File: src/rtl/ex_mem_if.sv
// EX/MEM pipeline bus: EX-side instruction fields in, MEM-side registered fields out.
interface ex_mem_if;
  logic        EX_valid;
  logic [15:0] EX_alu_result;
  logic [2:0]  EX_alu_flags;
  logic        EX_set_flags;
  logic [2:0]  EX_cntrl_branch_op;
  logic        EX_cntrl_branch_instr;
  logic        EX_cntrl_pc_src;
  logic [15:0] EX_store_data;
  logic        EX_mem_read;
  logic        EX_mem_write;
  logic        EX_reg_write;
  logic [3:0]  EX_dst_reg;
  logic        EX_hlt_instr;

  logic        MEM_valid;
  logic [15:0] MEM_alu_result;
  logic [2:0]  MEM_alu_flags;
  logic [2:0]  MEM_cntrl_branch_op;
  logic        MEM_cntrl_branch_instr;
  logic        MEM_cntrl_pc_src;
  logic [15:0] MEM_store_data;
  logic        MEM_mem_read;
  logic        MEM_mem_write;
  logic        MEM_reg_write;
  logic [3:0]  MEM_dst_reg;

  // Driven by the EX stage.
  modport master (
    output EX_valid, EX_alu_result, EX_alu_flags, EX_set_flags,
           EX_cntrl_branch_op, EX_cntrl_branch_instr, EX_cntrl_pc_src,
           EX_store_data, EX_mem_read, EX_mem_write, EX_reg_write,
           EX_dst_reg, EX_hlt_instr,
    input  MEM_valid, MEM_alu_result, MEM_alu_flags, MEM_cntrl_branch_op,
           MEM_cntrl_branch_instr, MEM_cntrl_pc_src, MEM_store_data,
           MEM_mem_read, MEM_mem_write, MEM_reg_write, MEM_dst_reg
  );

  // Implemented by the pipeline register.
  modport slave (
    input  EX_valid, EX_alu_result, EX_alu_flags, EX_set_flags,
           EX_cntrl_branch_op, EX_cntrl_branch_instr, EX_cntrl_pc_src,
           EX_store_data, EX_mem_read, EX_mem_write, EX_reg_write,
           EX_dst_reg, EX_hlt_instr,
    output MEM_valid, MEM_alu_result, MEM_alu_flags, MEM_cntrl_branch_op,
           MEM_cntrl_branch_instr, MEM_cntrl_pc_src, MEM_store_data,
           MEM_mem_read, MEM_mem_write, MEM_reg_write, MEM_dst_reg
  );
endinterface

File: src/rtl/ex_mem_pipe.sv
// EX/MEM pipeline register with stall/flush handling, architectural flag
// register and a halt FSM that drains the pipe before asserting hlt.
module ex_mem_pipe (
  input  logic      clk,
  input  logic      rst_n,
  input  logic      stall,
  input  logic      flush,
  ex_mem_if.slave   bus,
  output logic      hlt,
  output logic      draining
);

  typedef enum logic [1:0] {
    RUN    = 2'd0,
    DRAIN  = 2'd1,
    HALTED = 2'd2
  } state_t;

  state_t     state, state_next;
  logic [1:0] drain_cnt, drain_cnt_next;

  logic capture;   // registers may load new EX contents this cycle
  logic take;      // a valid instruction is accepted
  logic take_hlt;  // the accepted instruction is a halt
  logic bubble;    // MEM control fields are cleared this cycle

  assign capture  = !stall && !flush && (state == RUN);
  assign take     = capture && bus.EX_valid;
  assign take_hlt = take && bus.EX_hlt_instr;
  // Flush beats stall; otherwise an unstalled cycle that does not accept a
  // real (non-halt) instruction pushes a bubble into MEM.
  assign bubble   = flush || (!stall && !(take && !bus.EX_hlt_instr));

  // NOTE: every always_comb output gets a default first so no path leaves it
  // unassigned, which would otherwise infer a latch.
  always_comb begin
    state_next     = state;
    drain_cnt_next = drain_cnt;
    unique case (state)
      RUN: begin
        if (take_hlt) begin
          state_next     = DRAIN;
          drain_cnt_next = 2'd2;
        end
      end
      DRAIN: begin
        // Drain counting ignores stall so the halt always completes.
        if (drain_cnt <= 2'd1) begin
          state_next     = HALTED;
          drain_cnt_next = 2'd0;
        end else begin
          drain_cnt_next = drain_cnt - 2'd1;
        end
      end
      HALTED: begin
        state_next = HALTED;
      end
      default: begin
        state_next     = RUN;
        drain_cnt_next = 2'd0;
      end
    endcase
  end

  // NOTE: sequential state uses non-blocking assignments so all flops update
  // together at the edge regardless of statement order.
  always_ff @(posedge clk) begin
    if (!rst_n) begin
      state     <= RUN;
      drain_cnt <= 2'd0;
      hlt       <= 1'b0;
      draining  <= 1'b0;
    end else begin
      state     <= state_next;
      drain_cnt <= drain_cnt_next;
      hlt       <= (state_next == HALTED);
      draining  <= (state_next == DRAIN);
    end
  end

  // Payload fields: loaded on any capture, their value is don't-care in a bubble.
  // NOTE: the payload is reset too because MEM outputs must read 0 after reset;
  // this is a handful of flops, not a memory array.
  always_ff @(posedge clk) begin
    if (!rst_n) begin
      bus.MEM_alu_result      <= 16'h0000;
      bus.MEM_cntrl_branch_op <= 3'b000;
      bus.MEM_store_data      <= 16'h0000;
      bus.MEM_dst_reg         <= 4'd0;
    end else if (capture) begin
      bus.MEM_alu_result      <= bus.EX_alu_result;
      bus.MEM_cntrl_branch_op <= bus.EX_cntrl_branch_op;
      bus.MEM_store_data      <= bus.EX_store_data;
      bus.MEM_dst_reg         <= bus.EX_dst_reg;
    end
  end

  // Control fields: cleared by a bubble, loaded by an accepted instruction,
  // held while stalled.
  always_ff @(posedge clk) begin
    if (!rst_n) begin
      bus.MEM_valid              <= 1'b0;
      bus.MEM_cntrl_branch_instr <= 1'b0;
      bus.MEM_cntrl_pc_src       <= 1'b0;
      bus.MEM_mem_read           <= 1'b0;
      bus.MEM_mem_write          <= 1'b0;
      bus.MEM_reg_write          <= 1'b0;
    end else if (bubble) begin
      bus.MEM_valid              <= 1'b0;
      bus.MEM_cntrl_branch_instr <= 1'b0;
      bus.MEM_cntrl_pc_src       <= 1'b0;
      bus.MEM_mem_read           <= 1'b0;
      bus.MEM_mem_write          <= 1'b0;
      bus.MEM_reg_write          <= 1'b0;
    end else if (capture) begin
      bus.MEM_valid              <= bus.EX_valid;
      bus.MEM_cntrl_branch_instr <= bus.EX_cntrl_branch_instr;
      bus.MEM_cntrl_pc_src       <= bus.EX_cntrl_pc_src;
      bus.MEM_mem_read           <= bus.EX_mem_read;
      bus.MEM_mem_write          <= bus.EX_mem_write;
      bus.MEM_reg_write          <= bus.EX_reg_write;
    end
  end

  // Architectural flags: only instructions that set flags update them.
  always_ff @(posedge clk) begin
    if (!rst_n) begin
      bus.MEM_alu_flags <= 3'b000;
    end else if (take && bus.EX_set_flags) begin
      bus.MEM_alu_flags <= bus.EX_alu_flags;
    end
  end

endmodule

File: src/flat_wrapper.sv
// flat-port wrapper written by rule: the top's interface ports become plain ports
module ex_mem_pipe_flat 
  (clk, rst_n, stall, flush, hlt, draining, bus_EX_valid, bus_EX_alu_result, bus_EX_alu_flags, bus_EX_set_flags, bus_EX_cntrl_branch_op, bus_EX_cntrl_branch_instr, bus_EX_cntrl_pc_src, bus_EX_store_data, bus_EX_mem_read, bus_EX_mem_write, bus_EX_reg_write, bus_EX_dst_reg, bus_EX_hlt_instr, bus_MEM_valid, bus_MEM_alu_result, bus_MEM_alu_flags, bus_MEM_cntrl_branch_op, bus_MEM_cntrl_branch_instr, bus_MEM_cntrl_pc_src, bus_MEM_store_data, bus_MEM_mem_read, bus_MEM_mem_write, bus_MEM_reg_write, bus_MEM_dst_reg);
  ex_mem_if bus_i ();
  input  logic clk;
  input  logic rst_n;
  input  logic stall;
  input  logic flush;
  output logic hlt;
  output logic draining;
  input wire logic [$bits(bus_i.EX_valid)-1:0] bus_EX_valid;
  input wire logic [$bits(bus_i.EX_alu_result)-1:0] bus_EX_alu_result;
  input wire logic [$bits(bus_i.EX_alu_flags)-1:0] bus_EX_alu_flags;
  input wire logic [$bits(bus_i.EX_set_flags)-1:0] bus_EX_set_flags;
  input wire logic [$bits(bus_i.EX_cntrl_branch_op)-1:0] bus_EX_cntrl_branch_op;
  input wire logic [$bits(bus_i.EX_cntrl_branch_instr)-1:0] bus_EX_cntrl_branch_instr;
  input wire logic [$bits(bus_i.EX_cntrl_pc_src)-1:0] bus_EX_cntrl_pc_src;
  input wire logic [$bits(bus_i.EX_store_data)-1:0] bus_EX_store_data;
  input wire logic [$bits(bus_i.EX_mem_read)-1:0] bus_EX_mem_read;
  input wire logic [$bits(bus_i.EX_mem_write)-1:0] bus_EX_mem_write;
  input wire logic [$bits(bus_i.EX_reg_write)-1:0] bus_EX_reg_write;
  input wire logic [$bits(bus_i.EX_dst_reg)-1:0] bus_EX_dst_reg;
  input wire logic [$bits(bus_i.EX_hlt_instr)-1:0] bus_EX_hlt_instr;
  output wire logic [$bits(bus_i.MEM_valid)-1:0] bus_MEM_valid;
  output wire logic [$bits(bus_i.MEM_alu_result)-1:0] bus_MEM_alu_result;
  output wire logic [$bits(bus_i.MEM_alu_flags)-1:0] bus_MEM_alu_flags;
  output wire logic [$bits(bus_i.MEM_cntrl_branch_op)-1:0] bus_MEM_cntrl_branch_op;
  output wire logic [$bits(bus_i.MEM_cntrl_branch_instr)-1:0] bus_MEM_cntrl_branch_instr;
  output wire logic [$bits(bus_i.MEM_cntrl_pc_src)-1:0] bus_MEM_cntrl_pc_src;
  output wire logic [$bits(bus_i.MEM_store_data)-1:0] bus_MEM_store_data;
  output wire logic [$bits(bus_i.MEM_mem_read)-1:0] bus_MEM_mem_read;
  output wire logic [$bits(bus_i.MEM_mem_write)-1:0] bus_MEM_mem_write;
  output wire logic [$bits(bus_i.MEM_reg_write)-1:0] bus_MEM_reg_write;
  output wire logic [$bits(bus_i.MEM_dst_reg)-1:0] bus_MEM_dst_reg;
  assign bus_i.EX_valid = bus_EX_valid;
  assign bus_i.EX_alu_result = bus_EX_alu_result;
  assign bus_i.EX_alu_flags = bus_EX_alu_flags;
  assign bus_i.EX_set_flags = bus_EX_set_flags;
  assign bus_i.EX_cntrl_branch_op = bus_EX_cntrl_branch_op;
  assign bus_i.EX_cntrl_branch_instr = bus_EX_cntrl_branch_instr;
  assign bus_i.EX_cntrl_pc_src = bus_EX_cntrl_pc_src;
  assign bus_i.EX_store_data = bus_EX_store_data;
  assign bus_i.EX_mem_read = bus_EX_mem_read;
  assign bus_i.EX_mem_write = bus_EX_mem_write;
  assign bus_i.EX_reg_write = bus_EX_reg_write;
  assign bus_i.EX_dst_reg = bus_EX_dst_reg;
  assign bus_i.EX_hlt_instr = bus_EX_hlt_instr;
  assign bus_MEM_valid = bus_i.MEM_valid;
  assign bus_MEM_alu_result = bus_i.MEM_alu_result;
  assign bus_MEM_alu_flags = bus_i.MEM_alu_flags;
  assign bus_MEM_cntrl_branch_op = bus_i.MEM_cntrl_branch_op;
  assign bus_MEM_cntrl_branch_instr = bus_i.MEM_cntrl_branch_instr;
  assign bus_MEM_cntrl_pc_src = bus_i.MEM_cntrl_pc_src;
  assign bus_MEM_store_data = bus_i.MEM_store_data;
  assign bus_MEM_mem_read = bus_i.MEM_mem_read;
  assign bus_MEM_mem_write = bus_i.MEM_mem_write;
  assign bus_MEM_reg_write = bus_i.MEM_reg_write;
  assign bus_MEM_dst_reg = bus_i.MEM_dst_reg;
  ex_mem_pipe u_core (.clk(clk), .rst_n(rst_n), .stall(stall), .flush(flush), .bus(bus_i), .hlt(hlt), .draining(draining));
endmodule
File: config.mk
export PLATFORM = sky130hd
export DESIGN_NAME = ex_mem_pipe_flat
export DESIGN_NICKNAME = d
export VERILOG_FILES = /design/src/rtl/ex_mem_if.sv /design/src/rtl/ex_mem_pipe.sv /design/src/flat_wrapper.sv
export SDC_FILE = /design/constraint.sdc
export NUM_CORES = 1
export LEC_CHECK = 0
export ABC_AREA = 1
export BUFFER_PORTS_ARGS = -buffer_cell sky130_fd_sc_hd__buf_4
export CAP_MARGIN = 15
export CORE_MARGIN = 1.5
export CORE_UTILIZATION = 44
export DETAILED_ROUTE_END_ITERATION = 6
export PLACE_DENSITY = 0.83
export SLEW_MARGIN = 20
export SYNTH_ARGS = -nofsm -noshare
export SYNTH_HDL_FRONTEND = slang
export SYNTH_SLANG_ARGS = --single-unit
export TNS_END_PERCENT = 5
File: constraint.sdc
create_clock -name clk -period 1.5 [get_ports clk]
set_input_delay 0.225 -clock clk [delete_from_list [all_inputs] [get_ports clk]]
set_output_delay 0.225 -clock clk [all_outputs]
set_load 0.03 [all_outputs]
==> impl_metrics.env, run 1 <==
export IMPL_status="finished, final reports clean"
export IMPL_fin_util_pct=66.55
export IMPL_path_cells="nor2_4 > nand2_4 > inv_2 > buf_4 > nor2_1 > nor2_1"
export IMPL_cts_htree_levels=2
export IMPL_antenna_cells=0
export IMPL_synthDominantCellAreaShare_pct=55.07
export IMPL_p_comb_share_pct=20.5
export IMPL_grt_pass1_wl_mm=7.617
export IMPL_internal_power_uw=2261
export IMPL_grt_pass1_vias=1754
export IMPL_synth_area_leader_cell="dfxtp_1"
export IMPL_clock_latency_ps=300
export IMPL_nets=408
export IMPL_placed_area_um2=2768
export IMPL_cts_sinks=54
export IMPL_drv_slew=0
export IMPL_synth_nets=306
export IMPL_slew_headroom_pct=81.73
export IMPL_ios=104
export IMPL_p_per_area_nw_per_um2=1082
export IMPL_row_count=24
export IMPL_postCtsSetupRepairBufs=0
export IMPL_clkTransAtPathRegs_ps=90
export IMPL_critPathCaptureType="flop"
export IMPL_start_kind="flop"
export IMPL_setup_tns_final_ps=0
export IMPL_synth_area_leaders="dfxtp_1 (55%), nor2_1 (17%), o21ai_0 (7.6%)"
export IMPL_seqCellArea_um2=1081
export IMPL_setup_violations_final=0
export IMPL_vias=1924
export IMPL_dr_pass1_iters=4
export IMPL_path_buf_inv=2
export IMPL_maxCapViolCount=0
export IMPL_area_growth_pct=46.59
export IMPL_p_switching_uw=853.1
export IMPL_fin_area_um2=2878
export IMPL_period_share_pct=86.53
export IMPL_drive_gt1_share_pct=33.80
export IMPL_path_delay_family="buffers and inverters"
export IMPL_arrival_ps=1540
export IMPL_synth_cell_types=19
export IMPL_yosys_warnings=0
export IMPL_grt_overflow_total=0
export IMPL_grt_usage_pct=19.21
export IMPL_post_cts_resized=0
export IMPL_die_w_um=69.80
export IMPL_cts_path_max_buffers=2
export IMPL_routed_wl_mm=4.623
export IMPL_yosysSeqAreaShare_pct=55.07
export IMPL_final_antenna_net_count=0
export IMPL_dieArea_um2=4871
export IMPL_worstPathMaxFanout=15
export IMPL_skew_ps=5.504
export IMPL_multi_input_area_um2=757.0
export IMPL_cp_required_ps=1740
export IMPL_cts_buffers=5
export IMPL_cts_root_buf="clkbuf_8"
export IMPL_cpPeakStageDelay_ps=360
export IMPL_drc_errors=0
export IMPL_cpMostUsedCell="nor2_1"
export IMPL_initial_core_util_pct=45.40
export IMPL_worst_pin_slew_ps=273.6
export IMPL_min_period_ps=1298
export IMPL_mostFrequentLayoutCells="buf_4 (107), nor2_1 (90), dfxtp_1 (54), o21ai_0 (30), nand2_1 (24)"
export IMPL_antenna_found_initial=0
export IMPL_wire_per_inst_um=11.36
export IMPL_rsz0062_at_grt="false"
export IMPL_min_path_type="in -> reg"
export IMPL_syn_avg_cell_area_um2=7.790
export IMPL_coreArea_um2=4324
export IMPL_drt_first_iter_violations=102
export IMPL_final_common_cell="buf_4"
export IMPL_vias_per_cell=4.727
export IMPL_hold_buffers=0
export IMPL_swShare_pct=27.40
export IMPL_crit_slowest_cell="dfxtp_1"
export IMPL_nFillCells=387
export IMPL_fmax_mhz=770.5
export IMPL_hold_viol=0
export IMPL_worst_setup_path_type="reg -> reg"
export IMPL_cts_tree="done"
export IMPL_syn_inst=252
export IMPL_routabilityCongestion=0.8324
export IMPL_p_leak_uw=0.001363
export IMPL_p_clk_share_pct=29.2
export IMPL_grt_max_degree=29
export IMPL_ir_worst_vdd_uv=603.1
export IMPL_portBuffers=103
export IMPL_power_frac_seq_pct=50.3
export IMPL_die_h_um=69.80
export IMPL_mappedNetlistArea_um2=1963
export IMPL_dp_final_hpwl_mm=3.451
export IMPL_synth_seq_cells=54
-- worst min-delay path, delay by kind of cell --
kind / cells / cell delay (ps)
AOI/OAI and AO/OA: 1 / 60
buffers and inverters: 1 / 80
and+or+nand+nor: 1 / 70
-- cell type report --
cell class	count	area share (%)
well taps	52	2.261
multi-input cells	174	26.30
flip-flops and latches	54	37.57
clock buffers	8	3.826
repair buffers	108	28.61
inverters	11	1.435
-- logic make-up after synthesis --
group           after synthesis  share of synthesized area (%)
compound gates               48                          12.62
flops                        54                          55.07
buf+inv                      24                          6.373
simple gates                126                          25.94
-- metrics by stage --
| stage | worst slack (ps) | total power [uW] | cells | hold slack, ps |
|---|---|---|---|---|
| after CTS | 183.0 | 3140 | 407 | 158.7 |
| after floorplan | 412.2 | 1965 | 252 | 363.9 |
| final | 202.1 | 3114 | 407 | 168.9 |
| after detailed placement | 165.4 | 2245 | 399 | 462.8 |
| after global routing | 50.87 | 3267 | 407 | 156.1 |
| after global placement | 232.0 | 2233 | 399 | 458.6 |
-- final timing paths --
| path | start | endpoint | slack [ps] | cells past startpoint |
|---|---|---|---|---|
| worst min-delay path | bus_EX_alu_result[0] | u_core.bus.MEM_alu_result[0] | 170 | 3 |
| worst min register to register | u_core.drain_cnt[0] | u_core.drain_cnt[0] | 480 | 2 |
| worst max-delay path | u_core.state[0] | u_core.bus.MEM_alu_result[10] | 200 | 6 |
| worst max register to register | u_core.state[0] | u_core.bus.MEM_alu_result[10] | 200 | 6 |
-- synth_stat cells --
master / n
clkbuf_2: 1
inv_2: 1
nand3_1: 3
dfxtp_1: 54
nor2_4: 1
inv_1: 10
buf_6: 4
nand2_1: 24
nor2_2: 1
nand2_4: 1
nor2_1: 90
o21bai_1: 1
a211oi_1: 2
o21ai_0: 30
buf_4: 1
o21ai_1: 9
nand4_1: 6
clkbuf_1: 7
a21oi_1: 6
-- power groups by stage --
stage	combinational [uW]	clock, uW	sequential [uW]
global route	699	991	1580
finish	640	909	1570
floorplan	204	0	1760
detailed placement	644	0	1600
global placement	635	0	1600
CTS	646	927	1570
-- per-layer routing --
layer	routed length [um]	GRT usage (%)	share of wire [%]
met1	1907	21.88	41
met2	2422	34.60	52
met3	230	3.779	5.0
met4	63	8.333	1.4
met5	0	0	0
Power figures use the tool's default switching activity.
==> run 2: changes to the inputs <==
--- a/config.mk
+++ b/config.mk
@@ -8,10 +8,12 @@
 export ABC_AREA = 1
 export BUFFER_PORTS_ARGS = -buffer_cell sky130_fd_sc_hd__buf_4
 export CAP_MARGIN = 15
+export CELL_PAD_IN_SITES_DETAIL_PLACEMENT = 1
+export CELL_PAD_IN_SITES_GLOBAL_PLACEMENT = 1
 export CORE_MARGIN = 1.5
-export CORE_UTILIZATION = 44
+export CORE_UTILIZATION = 30
 export DETAILED_ROUTE_END_ITERATION = 6
-export PLACE_DENSITY = 0.83
+export PLACE_DENSITY = 0.82
 export SLEW_MARGIN = 20
 export SYNTH_ARGS = -nofsm -noshare
 export SYNTH_HDL_FRONTEND = slang
==> impl_metrics.env, run 2 (synthesis gave the netlist of run 1 again) <==
export IMPL_die_h_um=83.90
export IMPL_min_period_ps=1328
export IMPL_skew_ps=5.751
export IMPL_cts_buffers=5
export IMPL_row_count=29
export IMPL_maxCapViolCount=0
export IMPL_min_path_type="in -> reg"
export IMPL_routabilityCongestion=0.7345
export IMPL_status="finished, final reports clean"
export IMPL_cts_path_max_buffers=2
export IMPL_seqCellArea_um2=1081
export IMPL_placed_area_um2=2799
export IMPL_critPathCaptureType="flop"
export IMPL_ios=104
export IMPL_dr_pass1_iters=4
export IMPL_postCtsSetupRepairBufs=0
export IMPL_coreArea_um2=6350
export IMPL_period_share_pct=88.55
export IMPL_cts_sinks=54
export IMPL_setup_tns_final_ps=0
export IMPL_die_w_um=83.90
export IMPL_cts_tree="done"
export IMPL_hold_buffers=0
export IMPL_clkTransAtPathRegs_ps=90
export IMPL_vias=1983
export IMPL_worstPathMaxFanout=15
export IMPL_slew_headroom_pct=82.79
export IMPL_fmax_mhz=752.9
export IMPL_antenna_cells=0
export IMPL_area_growth_pct=48.44
export IMPL_ir_worst_vdd_uv=404.4
export IMPL_worst_pin_slew_ps=256.6
export IMPL_dieArea_um2=7038
export IMPL_nets=408
export IMPL_dp_final_hpwl_mm=4.464
export IMPL_grt_overflow_total=0
export IMPL_initial_core_util_pct=30.92
export IMPL_antenna_found_initial=0
export IMPL_fin_area_um2=2914
export IMPL_portBuffers=103
export IMPL_drive_gt1_share_pct=33.62
export IMPL_post_cts_resized=0
export IMPL_final_common_cell="buf_4"
export IMPL_p_per_area_nw_per_um2=1104
export IMPL_arrival_ps=1560
export IMPL_routed_wl_mm=5.800
export IMPL_grt_pass1_wl_mm=9.197
export IMPL_worst_hold_slack_ps=158.6
export IMPL_p_leak_uw=0.001363
export IMPL_vias_per_cell=4.601
export IMPL_start_kind="flop"
export IMPL_cts_root_buf="clkbuf_8"
export IMPL_drt_first_iter_violations=37
export IMPL_worst_setup_path_type="reg -> reg"
export IMPL_mostFrequentLayoutCells="buf_4 (107), nor2_1 (90), dfxtp_1 (54), o21ai_0 (30), nand2_1 (24)"
export IMPL_setup_violations_final=0
export IMPL_rsz0062_at_grt="false"
export IMPL_cp_required_ps=1740
export IMPL_clock_latency_ps=300
export IMPL_multi_input_area_um2=757.0
export IMPL_grt_usage_pct=16.23
export IMPL_final_antenna_net_count=0
export IMPL_cts_htree_levels=2
export IMPL_drc_errors=0
export IMPL_drv_slew=0
export IMPL_hold_viol=0
export IMPL_nFillCells=821
export IMPL_wire_per_inst_um=13.46
export IMPL_grt_pass1_vias=1944
export IMPL_grt_max_degree=26
run 2: cell types whose count changed in the layout (fill, tap and decap cells not counted), sizes merged:
cell	delta
clkbuf	-2
bufinv	+1
run 2: path summary, 6_finish.rpt:
kind / from / to / slack (ps) / depth (start not counted)
setup / recovery: u_core.state[0] / u_core.bus.MEM_store_data[12] / 170 / 6
hold / removal: bus_EX_alu_result[4] / u_core.bus.MEM_alu_result[4] / 160 / 3
setup reg to reg: u_core.state[0] / u_core.bus.MEM_store_data[12] / 170 / 6
hold reg to reg: u_core.bus.MEM_alu_flags[2] / u_core.bus.MEM_alu_flags[2] / 470 / 2
run 2: where the power goes:
group          switching (uW)  internal, uW  leakage [uW]  total (uW)
Combinational             383           275      0.000862         657
Sequential               47.5          1520      0.000443        1570
Clock                     455           535     0.0000573         990
run 2: layer usage:
metal | wire [um] | vias up | GRT usage (%)
li1 | - | 1007 | -
met1 | 2565 | 915 | 19.90
met2 | 2892 | 59 | 28.30
met3 | 318 | 2 | 4.550
met4 | 24 | 0 | 3.577
met5 | 0 | - | 0
run 2: area by class of cell:
type                    count  area share [%]
flip-flops and latches     54           37.10
well taps                  77           3.306
inverters                  11           1.503
repair buffers            108           28.25
clock buffers               6           2.834
multi-input cells         174           25.98
clock inverters             1           1.030
run 2: per-stage QoR:
stage	setup slack [ps]	util (%)	std cells	power, uW
finish	171.7	45.89	431	3216
global route	41.71	45.89	431	3386
CTS	79.17	45.85	431	3247
detailed placement	42.51	44.08	424	2265
global placement	143.8	44.08	424	2245
floorplan	412.2	-	252	1965
run 2: critical path, stage by stage (launching register included):
cell,delay [ps]
dfxtp_1,360
nor2_4,210
nand2_4,140
inv_4,150
buf_4,230
nor2_1,60
nor2_1,100
==> run 3: changes to the inputs <==
--- a/config.mk
+++ b/config.mk
@@ -13,7 +13,7 @@
 export CORE_MARGIN = 1.5
 export CORE_UTILIZATION = 30
 export DETAILED_ROUTE_END_ITERATION = 6
-export PLACE_DENSITY = 0.82
+export PLACE_DENSITY = 0.88
 export SLEW_MARGIN = 20
 export SYNTH_ARGS = -nofsm -noshare
 export SYNTH_HDL_FRONTEND = slang
==> impl_metrics.env, run 3 (synthesis gave the netlist of run 1 again) <==
export IMPL_status="finished, final reports clean"
export IMPL_hold_viol=0
export IMPL_hold_depth=3
export IMPL_die_w_um=83.90
export IMPL_cts_root_buf="clkbuf_8"
export IMPL_p_leak_uw=0.001354
export IMPL_postCtsSetupRepairBufs=0
export IMPL_routabilityCongestion=0.7052
export IMPL_initial_core_util_pct=30.92
export IMPL_drt_first_iter_violations=34
export IMPL_nets=408
export IMPL_post_cts_resized=0
export IMPL_grt_overflow_total=0
export IMPL_cts_path_max_buffers=2
export IMPL_min_path_type="in -> reg"
export IMPL_row_count=29
export IMPL_antenna_found_initial=0
export IMPL_rsz0062_at_grt="false"
export IMPL_period_share_pct=90.37
export IMPL_clock_latency_ps=300
export IMPL_grt_max_degree=27
export IMPL_cts_htree_levels=2
export IMPL_cp_required_ps=1740
export IMPL_hold_buffers=0
export IMPL_area_growth_pct=47.74
export IMPL_cts_buffers=5
export IMPL_grt_pass1_wl_mm=9.156
export IMPL_fin_util_pct=45.67
export IMPL_hold_path_startpoint="bus_EX_alu_result[6]"
export IMPL_arrival_ps=1590
export IMPL_r2r_start="u_core.state[0]"
export IMPL_final_common_cell="buf_4"
export IMPL_coreArea_um2=6350
export IMPL_fin_area_um2=2900
export IMPL_r2r_end="u_core.bus.MEM_dst_reg[0]"
export IMPL_mostFrequentLayoutCells="buf_4 (107), nor2_1 (90), dfxtp_1 (54), o21ai_0 (30), nand2_1 (24)"
export IMPL_wire_per_inst_um=13.17
export IMPL_ir_worst_vdd_uv=374.2
export IMPL_drive_gt1_share_pct=33.52
export IMPL_worst_pin_slew_ps=278.2
export IMPL_drc_errors=0
export IMPL_antenna_cells=0
export IMPL_slew_headroom_pct=81.45
export IMPL_routed_wl_mm=5.691
export IMPL_dr_pass1_iters=4
export IMPL_p_per_area_nw_per_um2=1093
export IMPL_maxCapViolCount=0
export IMPL_vias=1988
export IMPL_final_antenna_net_count=0
export IMPL_die_h_um=83.90
export IMPL_skew_ps=6.666
export IMPL_r2r_slack_ps=140
export IMPL_min_to="u_core.bus.MEM_alu_result[6]"
export IMPL_min_period_ps=1355
export IMPL_ios=104
export IMPL_clkTransAtPathRegs_ps=100
export IMPL_worst_hold_slack_ps=154.2
export IMPL_setup_tns_final_ps=0
export IMPL_setup_violations_final=0
export IMPL_power_total_uw=3171
export IMPL_grt_usage_pct=16.27
export IMPL_dieArea_um2=7038
export IMPL_cts_tree="done"
export IMPL_dp_final_hpwl_mm=4.287
export IMPL_start_kind="flop"
export IMPL_worst_setup_path_type="reg -> reg"
export IMPL_worstPathMaxFanout=26
export IMPL_placed_area_um2=2786
export IMPL_cts_sinks=54
export IMPL_portBuffers=103
export IMPL_vias_per_cell=4.602
export IMPL_critPathCaptureType="flop"
export IMPL_fmax_mhz=737.7
export IMPL_grt_pass1_vias=1940
export IMPL_reg2reg_depth=6
export IMPL_drv_slew=0
run 3: through the flow:
| step | cells | setup WS [ps] |
|---|---|---|
| after floorplan | 252 | 412.2 |
| after global routing | 432 | 35.25 |
| final | 432 | 144.5 |
| after detailed placement | 424 | 70.82 |
| after global placement | 424 | 159.9 |
| after CTS | 432 | 87.28 |
run 3: how the worst max path moves through the flow:
| stage | from | to | slack, ps | depth (start not counted) |
|---|---|---|---|---|
| after global routing | u_core.state[0] | u_core.bus.MEM_mem_read | 40 | 8 |
| after floorplan | u_core.state[0] | u_core.bus.MEM_alu_result[7] | 410 | 7 |
| after global placement | stall | u_core.bus.MEM_cntrl_branch_instr | 160 | 9 |
| after CTS | u_core.state[0] | u_core.bus.MEM_mem_read | 90 | 8 |
| after detailed placement | stall | u_core.bus.MEM_mem_read | 70 | 9 |
| final | u_core.state[0] | u_core.bus.MEM_dst_reg[0] | 140 | 6 |
run 3: area by class of cell:
| cell class | instances | area [um^2] |
|---|---|---|
| clock inverter | 2 | 37.54 |
| timing repair buffer | 108 | 814.5 |
| sequential | 54 | 1081 |
| multi-input combinational | 174 | 757.0 |
| tap | 77 | 96.34 |
| fill | 802 | 3450 |
| inverter | 11 | 41.29 |
| clock buffer | 6 | 72.57 |
run 3: report_power, final:
| part | switching, uW | internal (uW) | total [uW] |
|---|---|---|---|
| registers | 49.1 | 1520 | 1570 |
| logic | 379 | 270 | 649 |
| clock network | 453 | 498 | 952 |
run 3: critical path: stages, from the launching register on:
cell and delay [ps]:
dfxtp_1 370, nor2_4 190, nand2_4 150, inv_2 90, buf_4 280, nor2_1 90
nor2_1 120
run 3: metal layers:
layer / wire [um] / global-route usage [%] / up-vias / part of all wire, %
met3: 295 / 4.055 / 2 / 5.2
met5: 0 / 0 / - / 0
met1: 2438 / 19.09 / 925 / 43
li1: - / - / 1009 / -
met2: 2942 / 29.99 / 52 / 52
met4: 15 / 3.130 / 0 / 0.26
